File: config.mk
export PLATFORM = sky130hd
export DESIGN_NAME = sargantana_tag_ctrl
export DESIGN_NICKNAME = d
export VERILOG_FILES = /design/src/rtl/sargantana_icache_pkg.sv /design/src/rtl/sargantana_tag_victim_sel.sv /design/src/rtl/sargantana_tag_ctrl.sv
export SDC_FILE = /design/constraint.sdc
export NUM_CORES = 1
export LEC_CHECK = 0
export ABC_CLOCK_PERIOD_IN_PS = 3400
export BUFFER_PORTS_ARGS = -buffer_cell sky130_fd_sc_hd__buf_2
export CAP_MARGIN = 20
export CORE_UTILIZATION = 41
export DETAILED_ROUTE_END_ITERATION = 12
export GPL_TIMING_DRIVEN = 0
export PLACE_DENSITY = 0.82
export SLEW_MARGIN = 0
export SYNTH_ARGS = -nofsm -noshare
export SYNTH_HDL_FRONTEND = slang
export SYNTH_HIERARCHICAL = 1
export SYNTH_SLANG_ARGS = --single-unit
File: constraint.sdc
create_clock -name clk_i -period 3.4 [get_ports clk_i]
set_input_delay 1.02 -clock clk_i [delete_from_list [all_inputs] [get_ports clk_i]]
set_output_delay 1.02 -clock clk_i [all_outputs]
set_load 0.01 [all_outputs]
File: src/rtl/sargantana_icache_pkg.sv
// Shared icache constants and the tag controller state type.
package sargantana_icache_pkg;

   localparam int TAG_WIDHT      = 20;
   localparam int TAG_ADDR_WIDHT = 6;
   localparam int ICACHE_N_WAY   = 4;

   typedef enum logic [1:0] {
      IDLE    = 2'd0,
      COMPARE = 2'd1,
      FLUSH   = 2'd2
   } tag_ctrl_state_e;

endpackage

File: src/rtl/sargantana_tag_victim_sel.sv
// Miss victim picker: lowest invalid way, otherwise a round-robin pointer
// that only moves on a miss where every way was valid.
module sargantana_tag_victim_sel #(
   parameter int NUM_WAYS = 4,
   parameter int WAY_W    = $clog2(NUM_WAYS)
) (
   input  logic                clk_i,
   input  logic                rst_i,
   input  logic [NUM_WAYS-1:0] vbit_i,
   input  logic                advance_i,
   input  logic                clear_i,
   output logic [WAY_W-1:0]    victim_o
);

   logic [WAY_W-1:0] rr_q;

   // Round-robin pointer; wraps naturally since NUM_WAYS is a power of two.
   always_ff @(posedge clk_i) begin
      if (rst_i || clear_i) rr_q <= '0;
      else if (advance_i)   rr_q <= rr_q + 1'b1;
   end

   // Prefer the lowest free way; fall back to the pointer when the set is full.
   always_comb begin
      victim_o = rr_q;
      for (int w = NUM_WAYS-1; w >= 0; w--) begin
         if (!vbit_i[w]) victim_o = WAY_W'(w);
      end
   end

endmodule

File: src/rtl/sargantana_tag_ctrl.sv
// Icache tag-way controller: issues tag reads/refill writes/flush pulses to
// all ways and resolves hit way or miss victim one cycle after a lookup.
// Optional macro SARGANTANA_TAG_MULTIHIT_CHECK_EN builds a sticky
// multiple-way-hit error flag; otherwise err_multihit_o is tied low.
module sargantana_tag_ctrl
   import sargantana_icache_pkg::*;
#(
   parameter int NUM_WAYS = ICACHE_N_WAY,
   parameter int TAG_W    = TAG_WIDHT,
   parameter int IDX_W    = TAG_ADDR_WIDHT,
   parameter int WAY_W    = $clog2(NUM_WAYS)
) (
   input  logic                      clk_i,
   input  logic                      rst_i,
   input  logic                      lookup_valid_i,
   output logic                      lookup_ready_o,
   input  logic [IDX_W-1:0]          lookup_idx_i,
   input  logic [TAG_W-1:0]          lookup_tag_i,
   output logic                      resp_valid_o,
   output logic                      resp_hit_o,
   output logic [WAY_W-1:0]          resp_way_o,
   input  logic                      refill_valid_i,
   output logic                      refill_ready_o,
   input  logic [IDX_W-1:0]          refill_idx_i,
   input  logic [TAG_W-1:0]          refill_tag_i,
   input  logic [WAY_W-1:0]          refill_way_i,
   input  logic                      flush_i,
   output logic [NUM_WAYS-1:0]       tag_req_o,
   output logic                      tag_we_o,
   output logic                      tag_vbit_o,
   output logic                      tag_flush_o,
   output logic [TAG_W-1:0]          tag_data_o,
   output logic [IDX_W-1:0]          tag_addr_o,
   input  logic [NUM_WAYS*TAG_W-1:0] tag_data_i,
   input  logic [NUM_WAYS-1:0]       tag_vbit_i,
   output logic                      err_multihit_o
);

   tag_ctrl_state_e     state_q, state_d;
   logic [TAG_W-1:0]    lookup_tag_q;
   logic                lookup_fire;
   logic                resp_fire;
   logic [NUM_WAYS-1:0] hit_vec;
   logic                any_hit;
   logic [WAY_W-1:0]    hit_way;
   logic [WAY_W-1:0]    victim_way;

   // Per-way tag compare against the latched lookup tag.
   for (genvar w = 0; w < NUM_WAYS; w++) begin : g_way
      assign hit_vec[w] = tag_vbit_i[w] & (tag_data_i[w*TAG_W +: TAG_W] == lookup_tag_q);
   end

   assign any_hit = |hit_vec;

   // Reset or flush in the compare cycle drops the response.
   assign resp_fire = (state_q == COMPARE) & ~flush_i & ~rst_i;

   // Lowest-index hitting way wins.
   always_comb begin
      hit_way = '0;
      for (int w = NUM_WAYS-1; w >= 0; w--) begin
         if (hit_vec[w]) hit_way = WAY_W'(w);
      end
   end

   sargantana_tag_victim_sel #(
      .NUM_WAYS (NUM_WAYS),
      .WAY_W    (WAY_W)
   ) u_victim_sel (
      .clk_i     (clk_i),
      .rst_i     (rst_i),
      .vbit_i    (tag_vbit_i),
      .advance_i (resp_fire & ~any_hit & (&tag_vbit_i)),
      .clear_i   (flush_i),
      .victim_o  (victim_way)
   );

   assign resp_valid_o = resp_fire;
   assign resp_hit_o   = resp_fire & any_hit;
   assign resp_way_o   = !resp_fire ? '0 : (any_hit ? hit_way : victim_way);
   assign tag_flush_o  = flush_i & ~rst_i;

   // State register.
   always_ff @(posedge clk_i) begin
      if (rst_i) state_q <= IDLE;
      else       state_q <= state_d;
   end

   // Lookup tag is held for the compare cycle.
   always_ff @(posedge clk_i) begin
      if (rst_i)            lookup_tag_q <= '0;
      else if (lookup_fire) lookup_tag_q <= lookup_tag_i;
   end

   // Next state and tag-memory request; flush overrides everything, refill beats lookup.
   always_comb begin
      state_d        = state_q;
      lookup_ready_o = 1'b0;
      refill_ready_o = 1'b0;
      lookup_fire    = 1'b0;
      tag_req_o      = '0;
      tag_we_o       = 1'b0;
      tag_vbit_o     = 1'b0;
      tag_data_o     = '0;
      tag_addr_o     = '0;
      if (flush_i) begin
         state_d = FLUSH;
      end else begin
         case (state_q)
            IDLE: begin
               refill_ready_o = ~rst_i;
               lookup_ready_o = ~rst_i & ~refill_valid_i;
               if (refill_valid_i && !rst_i) begin
                  tag_req_o[refill_way_i] = 1'b1;
                  tag_we_o                = 1'b1;
                  tag_vbit_o              = 1'b1;
                  tag_addr_o              = refill_idx_i;
                  tag_data_o              = refill_tag_i;
               end else if (lookup_valid_i && !rst_i) begin
                  lookup_fire = 1'b1;
                  tag_req_o   = '1;
                  tag_addr_o  = lookup_idx_i;
                  state_d     = COMPARE;
               end
            end
            COMPARE: state_d = IDLE;
            FLUSH:   state_d = IDLE;
            default: state_d = IDLE;
         endcase
      end
   end

`ifdef SARGANTANA_TAG_MULTIHIT_CHECK_EN
   logic err_q;

   // Sticky flag: more than one way matched; cleared by reset or flush.
   always_ff @(posedge clk_i) begin
      if (rst_i || flush_i)                               err_q <= 1'b0;
      else if (resp_fire && ((hit_vec & (hit_vec - 1'b1)) != '0)) err_q <= 1'b1;
   end

   assign err_multihit_o = err_q;
`else
   assign err_multihit_o = 1'b0;
`endif

endmodule

**Word-level counts from Yosys, hierarchy flattened**

Cells that the tools add are included.

- Register bits after elaboration: 24
- Input bits: 143
- Output and inout port bits: 40

- $add $sub $neg: 1
- Magnitude comparators: 2
- Equality and inequality tests: 7
- Mux-type cells: 38
- Bitwise logic cells: 17
- Reduce and logical (&&, ||, !) cells: 11

Operator list:

| cell | count |
|---|---|
| $eq 20x20->1 | 4 |
| $mux 20 | 3 |
| $mux 2 | 14 |
| $mux 6 | 4 |
| $mux 4 | 4 |
| $mux 1 | 12 |
| $and 1x1->1 | 11 |
| $ne 3x3->1 const B | 2 |
| $not 1->1 | 6 |
| $reduce_and 2->1 | 2 |
| $reduce_and 4->1 | 1 |
| $reduce_or 4->1 | 1 |
| $logic_and 1x1->1 | 3 |
| $lt 2x3->1 const B | 1 |
| $reduce_or 3->1 | 1 |
| $add 2x1->2 const B | 1 |
| $demux 1 s2 | 1 |
| $eq 2x1->1 const B | 1 |
| $ge 2x1->1 const B | 1 |
| $logic_not 2->1 | 1 |
| $logic_not 1->1 | 1 |
| $logic_or 1x1->1 | 1 |

**Logic depth before layout (Yosys ltp)**

Gate-level depths: netlist of the first run.

- Depth after elaboration: 8
- Depth in mapped cells: 9

**Modules after synthesis**

The synthesis of the first run kept the hierarchy.

By module, submodules not included:

| module | times used | cells an instance | area an instance (um2) | seq. area each (um2) |
|---|---|---|---|---|
| sargantana_tag_ctrl | 1 | 307 | 2,368.5 | 440.4 |
| sargantana_tag_victim_sel | 1 | 13 | 111.4 | 40.0 |

**Worst setup path after synthesis of the first run**

OpenSTA, ideal clock, no wires.

- Kind: input port to output port
- From: in tag_data_i[76]
- To: out resp_way_o[1]
- Arrival: 2.223 ns
- Data required time: 2.380 ns
- Setup slack: 0.157 ns
- Cell stages on the path: 5
- Buffers on the path: 0
- Path through: xnor2_1 > nand4_1 > or4_1 > o22a_1 > a211oi_2

- Word-level cells in the longest chain between the ends: 8
- Elaborated cells between the ends (all ways): 9

Ends and longest elaborated chain:

| what | RTL line | source |
|---|---|---|
| start: declaration | sargantana_tag_ctrl.sv:34 | `input logic [NUM_WAYS*TAG_W-1:0] tag_data_i,` |
| $eq 20x20->1 (*) | sargantana_tag_ctrl.sv:50 | `assign hit_vec[w] = tag_vbit_i[w] & (tag_data_i[w*TAG_W +: TAG_W] == lookup_tag_q);` |
| $and 1x1->1 (*) | sargantana_tag_ctrl.sv:50 |  |
| $mux 2 (4 in a row) | sargantana_tag_ctrl.sv:62 | `if (hit_vec[w]) hit_way = WAY_W'(w);` |
| $mux 2 (*) (2 in a row) | sargantana_tag_ctrl.sv:80 | `assign resp_way_o = !resp_fire ? '0 : (any_hit ? hit_way : victim_way);` |
| end: declaration | sargantana_tag_ctrl.sv:21 | `output logic [WAY_W-1:0] resp_way_o,` |

Every way passes the cells marked *; elsewhere a longest branch is shown, timed or not.

**Final worst setup path of the first run**

- From: in tag_data_i[67]
- To: out resp_hit_o

- Word-level cells in the longest chain between the ends: 4

Ends and longest elaborated chain:

| what | RTL line | source |
|---|---|---|
| $eq 20x20->1 | sargantana_tag_ctrl.sv:50 |  |
| $and 1x1->1 | sargantana_tag_ctrl.sv:50 |  |
| $reduce_or 4->1 | sargantana_tag_ctrl.sv:53 | `assign any_hit = \|hit_vec;` |
| $and 1x1->1 | sargantana_tag_ctrl.sv:79 | `assign resp_hit_o = resp_fire & any_hit;` |
| end: declaration | sargantana_tag_ctrl.sv:20 | `output logic resp_hit_o,` |

Every way passes these cells.

==> flow_summary.ini, run 1 <==
[run_status]
status = finished, violations left
violations = negative setup slack

[clock_tree]
clkSinkCount = 24
tritoncts = done
htree_levels = 1
clkSlewWorstSetupHoldPaths_ns = 0.08
cts-root-buf = clkbuf_8
numCtsBuffers = 3
cts_buffer_depth = 2
clk_latency_ns = 0.27

[synthesis]
yosysUniqueCellTypes = 42
ys.flop_type = dfxtp_1
synth_edf_count = 0
async_reset_ff_share_pct = 0
yosysWarnings = 6
ys_ff_latch = 24
synth_compound_area_share_pct = 10.2
netlist_instances = 320
synth_adder_area_share_pct = 0
yosys.area_share.simple_pct = 29.7
syn_area_per_cell_um2 = 7.75
synthXorXnorAreaFrac_pct = 31.5
synth_top_family_by_area = XOR/XNOR gates
muxShareOfSynthArea_pct = 0
syn-cell-area_um2 = 2480
yosysSeqAreaShare_pct = 19.4
synth_nets = 463

[critical_path]
crit_arrival_ns = 2.56
worstPathRequired_ns = 2.38
start_kind = primary input
critical_path.max_fanout = 3
cp-end-kind = output pin
path_class = primary input to output pin

[finish]
num_antenna_cells = 0
drive_gt1_share_pct = 46.7
fill_cells = 506
nets = 652
stdcell_count = 579
area_growth_syn_to_layout_pct = 52.3
layout_commonest_cell = buf_2
final_cell_mix = 183 x buf_2, 49 x nand2_1, 34 x xnor2_1, 31 x xor2_1, 24 x dfxtp_1

[placed_design]
io_buffers = 181
post-place-cells = 573
place_hpwl_mm = 7.23
dp_slack_ns = -0.261
routabilityCongestion = 0.932

[sta]
rsz0062_at_grt = true
fmaxAchievable_ghz = 0.280
setup_ws_ns = -0.175
skew_ns = 0.00594
whs_ns = 0.573
setup_viol_count_final = 3
maxSlewViolCount = 0
final.min_clock_period_ns = 3.58
fin_crit_sh_pct = 105
final_hold_viol_count = 0

[grt]
grt_usage_pct = 25.9
grt_pass1_vias = 2802
grt_max_degree = 13
grt_pass1_wl_mm = 12.5
overflow = 0
antenna_found_initial = 0

[min_path]
hold_path_class = flip-flop to flip-flop

[drt]
dr.pass1.iters = 5
wire_per_inst_um = 15.9
drt_iter0_markers = 203
drc_errors = 0
avgViaCountPerCell = 5.23
ant_nets = 0
via_count = 3030
drt_wl_total_mm = 9.18

[pwr]
leakage_uw = 0.00184
p_per_area_nw_per_um2 = 199
peakVddDrop_mv = 0.163
power_uw = 750

[floorplan]
core-area_um2 = 5680
rows = 27
start_util_pct = 43.7
pin_count = 183
die-area_um2 = 6360
die_x_um = 79.8
fp.dieH_um = 79.8

[job]
maxCapViolCount = 0
==> synthesized netlist by cell type, types with 6 or more instances <==
master    instances  area, um2
nor4_1           14       87.6
a22o_1            6       52.6
nand2_1          49        184
inv_1             6       22.5
xor2_1           31        272
xnor2_2           6       97.6
nand4_1          20        125
and3_1           20        125
xnor2_1          44        385
dfxtp_1          24        480
buf_2             8       40.0
clkbuf_1         15       56.3
a21oi_1          23        115
buf_6             7       78.8
==> layer usage <==
metal | wire (um) | global-route usage, %
met1 | 3460 | 27.5
met2 | 4830 | 51.1
met3 | 626 | 2.51
met4 | 263 | 10.5
met5 | 0 | 0
==> worst max-delay path, stage by stage <==
cell	delay [ns]
buf_6	0.10
xnor2_2	0.17
nand4_1	0.10
or4_1	0.55
o22a_1	0.24
a31oi_1	0.19
buf_2	0.18
==> sequential cells by signal, summed over array words and instances (netlist names) <==
register           flops
lookup_tag_q          20
u_victim_sel/rr_q      2
state_q                2
==> final timing paths <==
path	start	end	slack, ns	cells after the start
max reg2reg	lookup_tag_q[8]	u_victim_sel/rr_q[1]	1.12	9
min reg2reg	u_victim_sel/rr_q[0]	u_victim_sel/rr_q[0]	0.57	2
max	tag_data_i[67]	resp_hit_o	-0.18	7
min	u_victim_sel/rr_q[0]	u_victim_sel/rr_q[0]	0.57	2
==> where the power goes <==
group,switching (uW),internal (uW),total [uW]
Clock,87.7,79.3,167
Combinational,143,152,295
Sequential,2.11,286,288
==> stage by stage <==
| stage | TNS [ns] | util, % | instance area [um2] |
|---|---|---|---|
| floorplan | 0 | - | 2480 |
| global placement | -0.702 | 61.2 | 3480 |
| detailed placement | -0.883 | 61.2 | 3480 |
| CTS | -0.272 | 64.1 | 3640 |
| global route | -0.505 | 66.6 | 3780 |
| finish | -0.412 | 66.6 | 3780 |
==> what timing repair did <==
item,4_1_cts,5_1_grt
hold buffers,0,0
buffers inserted,2,2
gates resized for setup,15,17
endpoints found under the setup margin,10,9
pin swaps,9,14
==> layout make-up <==
class | instances | area [um2] | area share [%]
timing repair buffer | 185 | 977 | 25.9
multi-input combinational | 256 | 1970 | 52.1
buffer | 32 | 194 | 5.13
inverter | 7 | 26.3 | 0.696
tap | 72 | 90.1 | 2.38
clock buffer | 3 | 41.3 | 1.09
sequential | 24 | 480 | 12.7
==> cell families (layout without fill, tap and decap cells) <==
group                     count (synthesis)  in the layout
and+or+nand+nor                         133            133
xor gates and xnor gates                 82             82
AOI/OAI and AO/OA                        40             40
DFF                                      24             24
other                                     1              1
buffers and inverters                    40            227
(Power assumes the default switching activity.)
==> run 2, diff against run 1 <==
Settings changed: CORE_UTILIZATION 41 to 42, GPL_TIMING_DRIVEN 0 to default, PLACE_DENSITY 0.82 to 0.83, SYNTH_HIERARCHICAL 1 to default.
==> run 2 against run 1 <==
The run now ends clean. Core utilization decreased by 5.0 points. Largest power group is now sequential cells. Cell count decreased by 7.6%. Clock skew decreased by 0.0038 ns. Critical path depth increased by 1. Combinational power decreased by 18%. Wire length decreased by 9.4%. Non-clock buffer count decreased by 28. First-iteration DRC count decreased by 59%. Critical path type unchanged. Global-route usage decreased by 0.69 points. Register-to-register slack improved by 0.39 ns. Highest routed layer unchanged. Die area increased by 0.23%. Synthesized cell count decreased by 5.0%.
==> flow_summary.ini, run 2 <==
[drt]
drc_errors = 0
drt_wl_total_mm = 8.32
wire_per_inst_um = 15.5
drt_iter0_markers = 83
dr.pass1.iters = 4
ant_nets = 0
via_count = 2749
avgViaCountPerCell = 5.14

[pwr]
p_seq_share_pct = 37.9
p_per_area_nw_per_um2 = 226
switching_share_pct = 27.4
internal-power_uw = 573
clockPowerShare_pct = 31.6
leakage_uw = 0.00172
p_sw_uw = 216
peakVddDrop_mv = 0.191
power_uw = 789
comb_power_share_pct = 30.5

[grt]
grt_pass1_vias = 2619
antenna_found_initial = 0
grt_max_degree = 26
grt_usage_pct = 25.2
grt_pass1_wl_mm = 12.3
overflow = 0

[clock_tree]
cts_setup_buffers = 0
htree_levels = 1
ctsHoldBuffers = 0
tritoncts = done
cts.repair.resized = 0
cts-root-buf = clkbuf_8
clk_latency_ns = 0.26
clkSlewWorstSetupHoldPaths_ns = 0.09
clkSinkCount = 24
numCtsBuffers = 3
cts_buffer_depth = 2

[synthesis]
ys_ff_latch = 24
synthTopCellsByArea = dfxtp_1 19%, xnor2_1 18%, xor2_1 9.6%, a21oi_2 6.9%, and3_1 5.4%
synth_edf_count = 0
syn_area_per_cell_um2 = 8.38
yosysSeqAreaShare_pct = 18.9
yosysUniqueCellTypes = 39
ys.flop_type = dfxtp_1
synth_top_cell_by_area = dfxtp_1
ys_top_cells_by_count = 52 x xnor2_1, 32 x nand2_1, 28 x xor2_1, 24 x dfxtp_1, 22 x and3_1
synth_nets = 447
netlist_instances = 304
yosysWarnings = 0
async_reset_ff_share_pct = 0
synth_most_common_cell = xnor2_1
syn-cell-area_um2 = 2550
synth_top_area_share_pct = 18.9

[floorplan]
fp.dieH_um = 79.9
die_x_um = 79.9
start_util_pct = 44.9
pin_count = 183
rows = 27
core-area_um2 = 5680
die-area_um2 = 6380

[finish]
seq_area_um2 = 480
top_regs = lookup_tag_q x20, state_q x2, u_victim_sel.rr_q x2
nets = 607
final_cell_mix = 180 x buf_2, 45 x xnor2_1, 32 x nand2_1, 28 x xor2_1, 24 x dfxtp_1
largest_reg_flops = 20
multi_input_area_um2 = 1870
regMostFlops = lookup_tag_q
area_growth_syn_to_layout_pct = 37.3
layout_commonest_cell = buf_2
fill_cells = 520
num_antenna_cells = 0
drive_gt1_share_pct = 55.5
utilization_pct = 61.6

[critical_path]
start_kind = primary input
worstPathRequired_ns = 2.38
crit_arrival_ns = 2.32
critPathSlowestCell = nor4_4
cpLargestDelayFamily = simple AND/OR/NAND/NOR gates
path_buf_inv = 2
cp_slowest_stage_delay_ns = 0.34
cp-end-kind = output pin
crit_top_cell = buf_2
critical_path.max_fanout = 3
path_class = primary input to output pin
path_cells = buf_2 > xnor2_2 > nand4_1 > nor4_4 > a22o_1 > nand2_1 > a21oi_2 > buf_2

[placed_design]
io_buffers = 181
place_hpwl_mm = 6.87
dp_slack_ns = 0.0344
routabilityCongestion = 0.920

[sta]
setup_ws_ns = 0.0569
setup_viol_count_final = 0
skew_ns = 0.00214
fmaxAchievable_ghz = 0.299
fin_crit_sh_pct = 98.3
final_hold_viol_count = 0
whs_ns = 0.501
rsz0062_at_grt = true
final.min_clock_period_ns = 3.34
maxSlewViolCount = 0

[min_path]
hold_path_class = flip-flop to flip-flop

[job]
maxCapViolCount = 0

[run_status]
status = finished clean
==> run 2: cell count changes in the layout (fill, tap and decap cells not counted), moves of 14 or more <==
cell / previous run / this run
a21oi_1: 23 / 5
clkbuf_1: 14 / 0
nand2_2: 0 / 20
a21oi_2: 0 / 21
nand2_1: 49 / 32
==> run 2: stage by stage <==
stage	TNS (ns)	instances	area, um2
finish	0	535	3500
global route	-0.0401	535	3500
CTS	0	535	3420
detailed placement	0	531	3350
global placement	0	531	3350
floorplan	0	304	2550
==> run 2: worst paths after layout <==
check	endpoint	depth (start not counted)	slack, ns	start
setup / recovery	resp_way_o[0]	8	0.06	tag_data_i[63]
hold / removal	u_victim_sel.rr_q[1]	2	0.50	u_victim_sel.rr_q[1]
setup reg to reg	u_victim_sel.rr_q[0]	7	1.51	lookup_tag_q[16]
hold reg to reg	u_victim_sel.rr_q[1]	2	0.50	u_victim_sel.rr_q[1]
==> run 2: power groups by stage <==
stage                     clock network [uW]  logic [uW]  registers [uW]
after floorplan                            0         127             295
after global placement                     0         229             305
after detailed placement                   0         233             305
after CTS                                254         234             298
after global routing                     265         262             300
final                                    249         241             299
==> run 2: cell families after synthesis <==
kind of cell | after synthesis | share of synthesized area, %
AOI/OAI and AO/OA | 41 | 12.8
xor gates and xnor gates | 80 | 27.5
muxes | 2 | 0.786
DFF | 24 | 18.9
and+or+nand+nor | 119 | 29.6
other | 1 | 0.147
buffers and inverters | 37 | 10.3
==> run 2: area by class of cell <==
| class | count | share of cell area (%) |
|---|---|---|
| clock buffers | 3 | 1.18 |
| clock inverters | 1 | 0.859 |
| inverters | 3 | 0.358 |
| multi-input cells | 243 | 53.5 |
| flip-flops and latches | 24 | 13.7 |
| well taps | 72 | 2.58 |
| repair buffers | 189 | 27.8 |
==> run 2: routing by layer <==
layer | vias up | GRT usage [%] | wire length, um
li1 | 1327 | - | -
met1 | 1283 | 33.1 | 3490
met5 | - | 0 | 0
met3 | 14 | 4.46 | 593
met2 | 125 | 42.1 | 4090
met4 | 0 | 6.79 | 143
==> run 2: worst register-to-register path: stages, from the launching register on <==
cell and delay [ns]:
dfxtp_1 0.55, xor2_1 0.13, nor4_2 0.29, nand4_1 0.23
o21ai_2 0.19, buf_4 0.13, nand3b_1 0.12, mux2i_1 0.18
